<file path="src/rtl/voice_mixer_pkg.sv">
// Shared types and width helpers for the voice mixer.
// Holds the FSM state encoding, the unity-gain constant for a Q1.(GAIN_W-1)
// gain, and the accumulator and address width functions.
package mixer_pkg;

    typedef enum logic [1:0] {
        IDLE = 2'd0,
        ACC  = 2'd1,
        SAT  = 2'd2,
        OUT  = 2'd3
    } state_e;

    // Unity gain in Q1.(gain_w-1) is a single one in the top bit.
    function automatic logic [31:0] unity_gain(input int gain_w);
        return 32'(1) << (gain_w - 1);
    endfunction

    // One guard bit for the >1.0 gain range plus log2 of the voice count,
    // so a sum of worst-case products can never wrap.
    function automatic int acc_width(input int sample_w, input int num_voices);
        return sample_w + 1 + $clog2(num_voices);
    endfunction

    // Voice index width, never narrower than one bit.
    function automatic int addr_width(input int num_voices);
        return (num_voices > 1) ? $clog2(num_voices) : 1;
    endfunction

endpackage

</file>
<file path="src/rtl/voice_mixer_if.sv">
// Bundle of request, sample, configuration and result signals for the mixer.
// master: the block that requests frames and writes gains.
// slave : the mixer itself.
interface voice_mixer_if
    import mixer_pkg::*;
#(
    parameter int NUM_VOICES = 6,
    parameter int SAMPLE_W   = 16,
    parameter int GAIN_W     = 8
);
    localparam int ADDR_W = addr_width(NUM_VOICES);

    logic                           sample_req;
    logic [NUM_VOICES*SAMPLE_W-1:0] vin;
    logic                           cfg_we;
    logic [ADDR_W-1:0]              cfg_addr;
    logic                           cfg_sel;
    logic [GAIN_W-1:0]              cfg_data;
    logic                           status_clr;
    logic [2*SAMPLE_W-1:0]          stereo_out;
    logic                           out_valid;
    logic                           busy;
    logic                           clip;
    logic                           overrun;

    modport master (
        output sample_req, vin, cfg_we, cfg_addr, cfg_sel, cfg_data, status_clr,
        input  stereo_out, out_valid, busy, clip, overrun
    );

    modport slave (
        input  sample_req, vin, cfg_we, cfg_addr, cfg_sel, cfg_data, status_clr,
        output stereo_out, out_valid, busy, clip, overrun
    );

endinterface

</file>
<file path="src/rtl/voice_mixer_sat.sv">
// mixer_sat: clamps a wide signed accumulator to the signed OUT_W range and
// flags when the clamp was applied. Purely combinational.
module mixer_sat #(
    parameter int IN_W  = 20,
    parameter int OUT_W = 16
) (
    input  logic signed [IN_W-1:0]  i_din,
    output logic signed [OUT_W-1:0] o_dout,
    output logic                    o_clip
);
    localparam logic signed [IN_W-1:0] MAX_V = {{(IN_W-OUT_W+1){1'b0}}, {(OUT_W-1){1'b1}}};
    localparam logic signed [IN_W-1:0] MIN_V = {{(IN_W-OUT_W+1){1'b1}}, {(OUT_W-1){1'b0}}};

    // Clamp against the representable extremes of the output width.
    always_comb begin
        o_dout = i_din[OUT_W-1:0];
        o_clip = 1'b0;
        if (i_din > MAX_V) begin
            o_dout = MAX_V[OUT_W-1:0];
            o_clip = 1'b1;
        end else if (i_din < MIN_V) begin
            o_dout = MIN_V[OUT_W-1:0];
            o_clip = 1'b1;
        end
    end

endmodule

</file>
<file path="src/rtl/voice_mixer.sv">
// voice_mixer: multiply-accumulate mixer of NUM_VOICES signed samples into a
// saturated stereo frame, one voice per cycle, with shadowed gain banks.
// Build option: define VOICE_MIXER_PAN_EN for independent left/right gain
// banks; without it a single bank drives both channels and cfg_sel is unused.
module voice_mixer
    import mixer_pkg::*;
#(
    parameter int NUM_VOICES = 6,
    parameter int SAMPLE_W   = 16,
    parameter int GAIN_W     = 8
) (
    input  logic          clk147,
    input  logic          rst_n,
    voice_mixer_if.slave  bus
);
    localparam int ACC_W  = acc_width(SAMPLE_W, NUM_VOICES);
    localparam int ADDR_W = addr_width(NUM_VOICES);
    localparam int PROD_W = SAMPLE_W + GAIN_W + 1;
    localparam logic [GAIN_W-1:0] UNITY = GAIN_W'(unity_gain(GAIN_W));

    state_e                     r_state;
    state_e                     w_next;
    logic                       w_accept;
    logic                       w_acc_en;
    logic                       w_sat_en;
    logic                       w_out_en;
    logic                       w_last;
    logic                       w_cfg_ok;

    logic [ADDR_W-1:0]          r_idx;
    logic signed [SAMPLE_W-1:0] r_vin [NUM_VOICES];
    logic [GAIN_W-1:0]          r_gain_l_sh  [NUM_VOICES];
    logic [GAIN_W-1:0]          r_gain_l_act [NUM_VOICES];
    logic [GAIN_W-1:0]          w_gain_l;
    logic [GAIN_W-1:0]          w_gain_r;

    logic signed [PROD_W-1:0]   w_prod_l;
    logic signed [PROD_W-1:0]   w_prod_r;
    logic signed [ACC_W-1:0]    w_term_l;
    logic signed [ACC_W-1:0]    w_term_r;
    logic signed [ACC_W-1:0]    r_acc_l;
    logic signed [ACC_W-1:0]    r_acc_r;

    logic signed [SAMPLE_W-1:0] w_sat_l;
    logic signed [SAMPLE_W-1:0] w_sat_r;
    logic                       w_clip_l;
    logic                       w_clip_r;
    logic [SAMPLE_W-1:0]        r_sat_l;
    logic [SAMPLE_W-1:0]        r_sat_r;
    logic [2*SAMPLE_W-1:0]      r_stereo;
    logic                       r_out_valid;
    logic                       r_clip;
    logic                       r_overrun;

    assign w_last   = (r_idx == ADDR_W'(NUM_VOICES - 1));
    assign w_cfg_ok = bus.cfg_we && (32'(bus.cfg_addr) < 32'(NUM_VOICES));

    // FSM state register.
    always_ff @(posedge clk147 or negedge rst_n) begin
        if (!rst_n) r_state <= IDLE;
        else        r_state <= w_next;
    end

    // FSM next state and per-state datapath enables.
    always_comb begin
        // NOTE: every output gets a default before the case so no path leaves
        // a signal unassigned, which would otherwise infer a latch.
        w_next   = r_state;
        w_accept = 1'b0;
        w_acc_en = 1'b0;
        w_sat_en = 1'b0;
        w_out_en = 1'b0;
        unique case (r_state)
            IDLE: if (bus.sample_req) begin
                      w_accept = 1'b1;
                      w_next   = ACC;
                  end
            ACC:  begin
                      w_acc_en = 1'b1;
                      if (w_last) w_next = SAT;
                  end
            SAT:  begin
                      w_sat_en = 1'b1;
                      w_next   = OUT;
                  end
            OUT:  begin
                      w_out_en = 1'b1;
                      w_next   = IDLE;
                  end
            default: w_next = IDLE;
        endcase
    end

    // Snapshot of the voice samples taken when a frame is accepted.
    always_ff @(posedge clk147) begin
        // NOTE: this array has no reset on purpose; it is always loaded on
        // acceptance before ACC reads it, so resetting it would only add logic.
        if (w_accept) begin
            for (int i = 0; i < NUM_VOICES; i++) begin
                r_vin[i] <= bus.vin[i*SAMPLE_W +: SAMPLE_W];
            end
        end
    end

`ifdef VOICE_MIXER_PAN_EN
    logic [GAIN_W-1:0] r_gain_r_sh  [NUM_VOICES];
    logic [GAIN_W-1:0] r_gain_r_act [NUM_VOICES];
    logic              w_wr_l;
    logic              w_wr_r;

    assign w_wr_l = w_cfg_ok && !bus.cfg_sel;
    assign w_wr_r = w_cfg_ok &&  bus.cfg_sel;

    // Right gain bank: shadow written any time, copied to active on acceptance.
    always_ff @(posedge clk147 or negedge rst_n) begin
        if (!rst_n) begin
            for (int i = 0; i < NUM_VOICES; i++) begin
                r_gain_r_sh[i]  <= UNITY;
                r_gain_r_act[i] <= UNITY;
            end
        end else begin
            if (w_wr_r)   r_gain_r_sh[bus.cfg_addr] <= bus.cfg_data;
            if (w_accept) r_gain_r_act <= r_gain_r_sh;
        end
    end

    assign w_gain_r = r_gain_r_act[r_idx];
`else
    logic w_wr_l;

    assign w_wr_l   = w_cfg_ok;
    assign w_gain_r = w_gain_l;
`endif

    // Left (or sole) gain bank: shadow written any time, copied on acceptance.
    always_ff @(posedge clk147 or negedge rst_n) begin
        if (!rst_n) begin
            for (int i = 0; i < NUM_VOICES; i++) begin
                r_gain_l_sh[i]  <= UNITY;
                r_gain_l_act[i] <= UNITY;
            end
        end else begin
            if (w_wr_l)   r_gain_l_sh[bus.cfg_addr] <= bus.cfg_data;
            if (w_accept) r_gain_l_act <= r_gain_l_sh;
        end
    end

    assign w_gain_l = r_gain_l_act[r_idx];

    // Gain is unsigned, so it is zero-extended before the signed multiply.
    assign w_prod_l = r_vin[r_idx] * $signed({1'b0, w_gain_l});
    assign w_prod_r = r_vin[r_idx] * $signed({1'b0, w_gain_r});
    assign w_term_l = ACC_W'(w_prod_l >>> (GAIN_W - 1));
    assign w_term_r = ACC_W'(w_prod_r >>> (GAIN_W - 1));

    mixer_sat #(.IN_W(ACC_W), .OUT_W(SAMPLE_W)) u_sat_l (
        .i_din  (r_acc_l),
        .o_dout (w_sat_l),
        .o_clip (w_clip_l)
    );

    mixer_sat #(.IN_W(ACC_W), .OUT_W(SAMPLE_W)) u_sat_r (
        .i_din  (r_acc_r),
        .o_dout (w_sat_r),
        .o_clip (w_clip_r)
    );

    // Accumulate, saturate, publish the frame and track the sticky flags.
    always_ff @(posedge clk147 or negedge rst_n) begin
        // NOTE: non-blocking assignments here so every register samples the
        // pre-edge values of its neighbours, independent of statement order.
        if (!rst_n) begin
            r_idx       <= '0;
            r_acc_l     <= '0;
            r_acc_r     <= '0;
            r_sat_l     <= '0;
            r_sat_r     <= '0;
            r_stereo    <= '0;
            r_out_valid <= 1'b0;
            r_clip      <= 1'b0;
            r_overrun   <= 1'b0;
        end else begin
            r_out_valid <= w_out_en;

            if (w_accept) begin
                r_idx   <= '0;
                r_acc_l <= '0;
                r_acc_r <= '0;
            end else if (w_acc_en) begin
                r_idx   <= w_last ? '0 : r_idx + 1'b1;
                r_acc_l <= r_acc_l + w_term_l;
                r_acc_r <= r_acc_r + w_term_r;
            end

            if (w_sat_en) begin
                r_sat_l <= w_sat_l;
                r_sat_r <= w_sat_r;
            end

            if (w_out_en) r_stereo <= {r_sat_l, r_sat_r};

            // A set event in the same cycle as a clear takes priority.
            if (w_sat_en && (w_clip_l || w_clip_r)) r_clip <= 1'b1;
            else if (bus.status_clr)                r_clip <= 1'b0;

            if (bus.sample_req && (r_state != IDLE)) r_overrun <= 1'b1;
            else if (bus.status_clr)                 r_overrun <= 1'b0;
        end
    end

    assign bus.stereo_out = r_stereo;
    assign bus.out_valid  = r_out_valid;
    assign bus.busy       = (r_state != IDLE);
    assign bus.clip       = r_clip;
    assign bus.overrun    = r_overrun;

endmodule

</file>
<file path="src/flat_wrapper.sv">
// flat-port wrapper written by rule: the top's interface ports become plain ports
module voice_mixer_flat import mixer_pkg::*;
#(
    parameter int NUM_VOICES = 6,
    parameter int SAMPLE_W   = 16,
    parameter int GAIN_W     = 8
)
  (clk147, rst_n, bus_sample_req, bus_vin, bus_cfg_we, bus_cfg_addr, bus_cfg_sel, bus_cfg_data, bus_status_clr, bus_stereo_out, bus_out_valid, bus_busy, bus_clip, bus_overrun);
  voice_mixer_if #(.NUM_VOICES(NUM_VOICES), .SAMPLE_W(SAMPLE_W), .GAIN_W(GAIN_W)) bus_i ();
  input  logic clk147;
  input  logic rst_n;
  input wire logic [$bits(bus_i.sample_req)-1:0] bus_sample_req;
  input wire logic [$bits(bus_i.vin)-1:0] bus_vin;
  input wire logic [$bits(bus_i.cfg_we)-1:0] bus_cfg_we;
  input wire logic [$bits(bus_i.cfg_addr)-1:0] bus_cfg_addr;
  input wire logic [$bits(bus_i.cfg_sel)-1:0] bus_cfg_sel;
  input wire logic [$bits(bus_i.cfg_data)-1:0] bus_cfg_data;
  input wire logic [$bits(bus_i.status_clr)-1:0] bus_status_clr;
  output wire logic [$bits(bus_i.stereo_out)-1:0] bus_stereo_out;
  output wire logic [$bits(bus_i.out_valid)-1:0] bus_out_valid;
  output wire logic [$bits(bus_i.busy)-1:0] bus_busy;
  output wire logic [$bits(bus_i.clip)-1:0] bus_clip;
  output wire logic [$bits(bus_i.overrun)-1:0] bus_overrun;
  assign bus_i.sample_req = bus_sample_req;
  assign bus_i.vin = bus_vin;
  assign bus_i.cfg_we = bus_cfg_we;
  assign bus_i.cfg_addr = bus_cfg_addr;
  assign bus_i.cfg_sel = bus_cfg_sel;
  assign bus_i.cfg_data = bus_cfg_data;
  assign bus_i.status_clr = bus_status_clr;
  assign bus_stereo_out = bus_i.stereo_out;
  assign bus_out_valid = bus_i.out_valid;
  assign bus_busy = bus_i.busy;
  assign bus_clip = bus_i.clip;
  assign bus_overrun = bus_i.overrun;
  voice_mixer #(.NUM_VOICES(NUM_VOICES), .SAMPLE_W(SAMPLE_W), .GAIN_W(GAIN_W)) u_core (.clk147(clk147), .rst_n(rst_n), .bus(bus_i));
endmodule
</file>
<file path="config.mk">
export PLATFORM = sky130hd
export DESIGN_NAME = voice_mixer_flat
export DESIGN_NICKNAME = d
export VERILOG_FILES = /design/src/rtl/voice_mixer_pkg.sv /design/src/rtl/voice_mixer_if.sv /design/src/rtl/voice_mixer_sat.sv /design/src/rtl/voice_mixer.sv /design/src/flat_wrapper.sv
export SDC_FILE = /design/constraint.sdc
export NUM_CORES = 1
export LEC_CHECK = 0
export BUFFER_PORTS_ARGS = -buffer_cell sky130_fd_sc_hd__buf_2
export CORE_MARGIN = 3
export CORE_UTILIZATION = 55
export CTS_CLUSTER_DIAMETER = 60
export DETAILED_ROUTE_END_ITERATION = 10
export PLACE_DENSITY = 0.78
export SETUP_SLACK_MARGIN = 0.5
export SYNTH_ARGS = -nofsm -noshare
export SYNTH_HDL_FRONTEND = slang
export SYNTH_SLANG_ARGS = --single-unit
</file>
<file path="constraint.sdc">
create_clock -name clk147 -period 9.2 [get_ports clk147]
set_clock_uncertainty 0.2 [all_clocks]
set_input_delay 1.84 -clock clk147 [delete_from_list [all_inputs] [get_ports clk147]]
set_output_delay 1.84 -clock clk147 [all_outputs]
set_load 0.1 [all_outputs]
</file>
==> Flow_metrics.wiki <==
{| class="wikitable"
! Metric !! Value
|-
| Relative slew slack || 0.227
|-
| Number of synthesized register bits || 304
|-
| Num CTS Buffers || 35
|-
| Setup repair after global routing missed its margin || true
|-
| Number of cells produced by synthesis || 1,675
|-
| Total of fill cells in the finished design || 2,465
|-
| Most used cells in the layout excluding fill and tap cells || nand2_1, inv_1, dfrtp_1
|-
| CTS Sinks || 304
|-
| Post-DRT Antenna Nets || 0
|-
| Wire length of the first global-routing pass || 62,700 µm
|-
| Share of synthesized area occupied by flip-flops and latches || 0.445
|-
| Final estimated routing congestion in global placement || 0.934
|-
| Path category of the worst min-delay check || reg2reg
|-
| Per-cell routed wire length || 16.5 µm
|-
| Register clock-pin slew on the reported worst setup and hold paths || 0.06 ns
|-
| Maximum number of pins on one net before global-route repair || 118
|-
| Startpoint class of the critical path || register
|-
| Routed via count divided by cell count || 5.46
|-
| Clock period minus final worst setup slack || 8.38 ns
|-
| Area contributors post-synth || dfrtp_1, edfxtp_1, fa_1, ha_1, mux2_2
|-
| Routed wire length || 38,000 µm
|-
| CTS hold repair buffers || 0
|-
| Vertical extent of the die || 188 µm
|-
| Final #Nets || 2,145
|-
| Synth async-reset ratio || 0.684
|-
| Cell at the slowest stage of the critical path || fa_1
|-
| Via count of the first global-routing pass || 12,700
|-
| Iteration-0 DRC count of the detailed router || 664
|-
| Post-DP HPWL || 27,200 µm
|-
| Timing-limited maximum frequency || 119 MHz
|-
| Total routing resource utilization after global routing || 0.214
|-
| Root Buffer || clkbuf_16
|-
| Later-pin clock latency in the skew report || 0.54 ns
|-
| Setup Total Neg Slack || 0 ns
|-
| Critical path type || reg2reg
|-
| Number of search-and-repair iterations in the first detailed-routing pass || 6
|-
| Slew at the pin closest to its max-slew limit || 1.16 ns
|-
| Share of layout cells above drive strength 1 || 0.215
|-
| Leading cell type in the layout, fill and taps excluded || nand2_1
|-
| Effective utilization at floorplan || 0.568
|-
| Portion of the clock cycle consumed by the worst path in the final layout || 0.911
|-
| Count of max-cap constraint violations || 0
|-
| Post-synth EDFFs || 96
|-
| Number of distinct library cells after synthesis || 64
|-
| Warning count from the yosys run || 0
|-
| Max FO, Critical Path || 12
|-
| P&R area growth vs syn || 14.5%
|-
| IO Count || 149
|-
| Data arrival at the endpoint of the critical path || 8.60 ns
|-
| Slowest cell delay on critical path || 0.54 ns
|-
| Outcome || finished, final reports clean
|-
| Worst endpoint required time || 9.42 ns
|-
| Count of standard-cell rows || 65
|-
| Top cell type's share of synthesized area || 0.270
|-
| Number of vias after detailed routing || 12,500
|-
| Post-synthesis net count || 1,984
|-
| Area inside the core boundary || 32,000 µm²
|-
| Area of the die || 35,300 µm²
|-
| CTS HTree Levels || 2
|-
| Initial antenna violation count || 1
|-
| Top FF cell, synth || dfrtp_1
|-
| Number of diodes added for antenna fixing || 0
|-
| Largest area contributor in the synthesized netlist || dfrtp_1
|-
| Final count of pins violating max slew || 0
|-
| IO buf count || 147
|-
| Clock buffer depth || 3
|-
| Die width || 188 µm
|-
| Grt total ovfl || 0
|-
| Syn Std Cell Area || 18,200 µm²
|-
| Synthesized area per cell || 10.9 µm²
|-
| DRC violation count after routing || 0
|-
| Final Hold Viols || 0
|-
| Crit end category || register
|-
| CTS tree || yes
|-
| Count of final setup violators || 0
|}
## stage by stage
stage	area, µm²	cells	util	setup WS (ns)	hold slack, ns
2_1_floorplan	18200	1675	-	0.569	0.232
3_3_place_gp	19500	2225	0.609	0.508	0.240
3_5_place_dp	19500	2225	0.609	0.345	0.243
4_1_cts	20700	2288	0.645	0.564	0.252
5_1_grt	20800	2297	0.650	0.433	0.272
6_report	20800	2297	0.650	0.823	0.246
## registers in the layout, indices dropped and copies added, names as in the netlist
| register | count |
|---|---|
| u_core.r_state | 2 |
| u_core.bus.clip | 1 |
| u_core.r_gain_l_act | 48 |
| u_core.r_vin | 96 |
| u_core.r_idx | 3 |
| u_core.r_acc_l | 20 |
| u_core.r_sat_l | 16 |
| u_core.bus.stereo_out | 32 |
| u_core.bus.overrun | 1 |
| u_core.r_gain_l_sh | 48 |
| u_core.r_sat_r | 16 |
| u_core.r_acc_r | 20 |
| u_core.bus.out_valid | 1 |
## worst paths after layout
| path | from | end | slack, ns | cells past startpoint |
|---|---|---|---|---|
| min in group asynchronous | rst_n | u_core.bus.stereo_out[10]$_DFFE_PN0P_ | 1.18 | 1 |
| max in group asynchronous | rst_n | u_core.r_gain_l_sh[9]$_DFFE_PN0P_ | 6.36 | 2 |
| max | u_core.r_idx[0]$_DFFE_PN0P_ | u_core.r_acc_l[19]$_DFFE_PN0P_ | 0.82 | 33 |
| max reg2reg | u_core.r_idx[0]$_DFFE_PN0P_ | u_core.r_acc_l[19]$_DFFE_PN0P_ | 0.82 | 33 |
| min | u_core.r_gain_l_sh[7]$_DFFE_PN1P_ | u_core.r_gain_l_act[7]$_DFFE_PN1P_ | 0.25 | 2 |
| min reg2reg | u_core.r_gain_l_sh[7]$_DFFE_PN1P_ | u_core.r_gain_l_act[7]$_DFFE_PN1P_ | 0.25 | 2 |
## cells by family after synthesis
| family | count (synthesis) | share of synthesized area |
|---|---|---|
| buf+inv | 274 | 0.0572 |
| compound gates | 241 | 0.0844 |
| simple gates | 467 | 0.111 |
| fa+ha+maj | 196 | 0.177 |
| xor+xnor | 41 | 0.0197 |
| mux | 152 | 0.105 |
| flops | 304 | 0.445 |
## routing by layer
metal | GRT usage | vias to the layer above | part of all wire
met4 | 0.0609 | 2 | 0.030
li1 | - | 5930 | -
met5 | 0 | - | 0.00018
met2 | 0.366 | 377 | 0.49
met3 | 0.0381 | 93 | 0.058
met1 | 0.284 | 6146 | 0.43
## critical path, delay by kind of cell (launching register included)
family / cells / cell delay, ns
and+or+nand+nor: 7 / 1.04
AOI/OAI and AO/OA: 12 / 2.52
DFF: 1 / 0.50
buffers and inverters: 5 / 0.39
muxes: 1 / 0.50
xor gates and xnor gates: 2 / 0.35
adders and majority gates: 6 / 2.74
## area by class of cell
type,instances,area (µm²),share of cell area
Sequential cell,304,8110,0.389
Clock buffer,42,922,0.0443
Clock inverter,21,229,0.0110
Multi-Input combinational cell,1097,9150,0.439
Timing Repair Buffer,184,1060,0.0511
Tap cell,435,544,0.0261
Inverter,214,808,0.0388
## what timing repair did
action | 4_1_cts | 5_1_grt
buffers inserted | 0 | 8
gates cloned | 0 | 1
hold endpoints to repair | 0 | 0
resized for setup | 8 | 17
pin swaps | 0 | 4
setup endpoints to repair | 2 | 14
## Yosys cell counts, drive strengths merged, types with 23 or more instances
master / number
nand2: 247
inv: 213
dfrtp: 196
nor2: 119
fa: 103
edfxtp: 96
ha: 93
mux2: 86
o21ai: 70
a21oi: 61
mux2i: 43
clkbuf: 39
xnor2: 35
o211ai: 33
nor2b: 24
mux4: 23
Power is not shown: default switching activity piles up to over one toggle a cycle in this logic, so the estimate is an artifact.
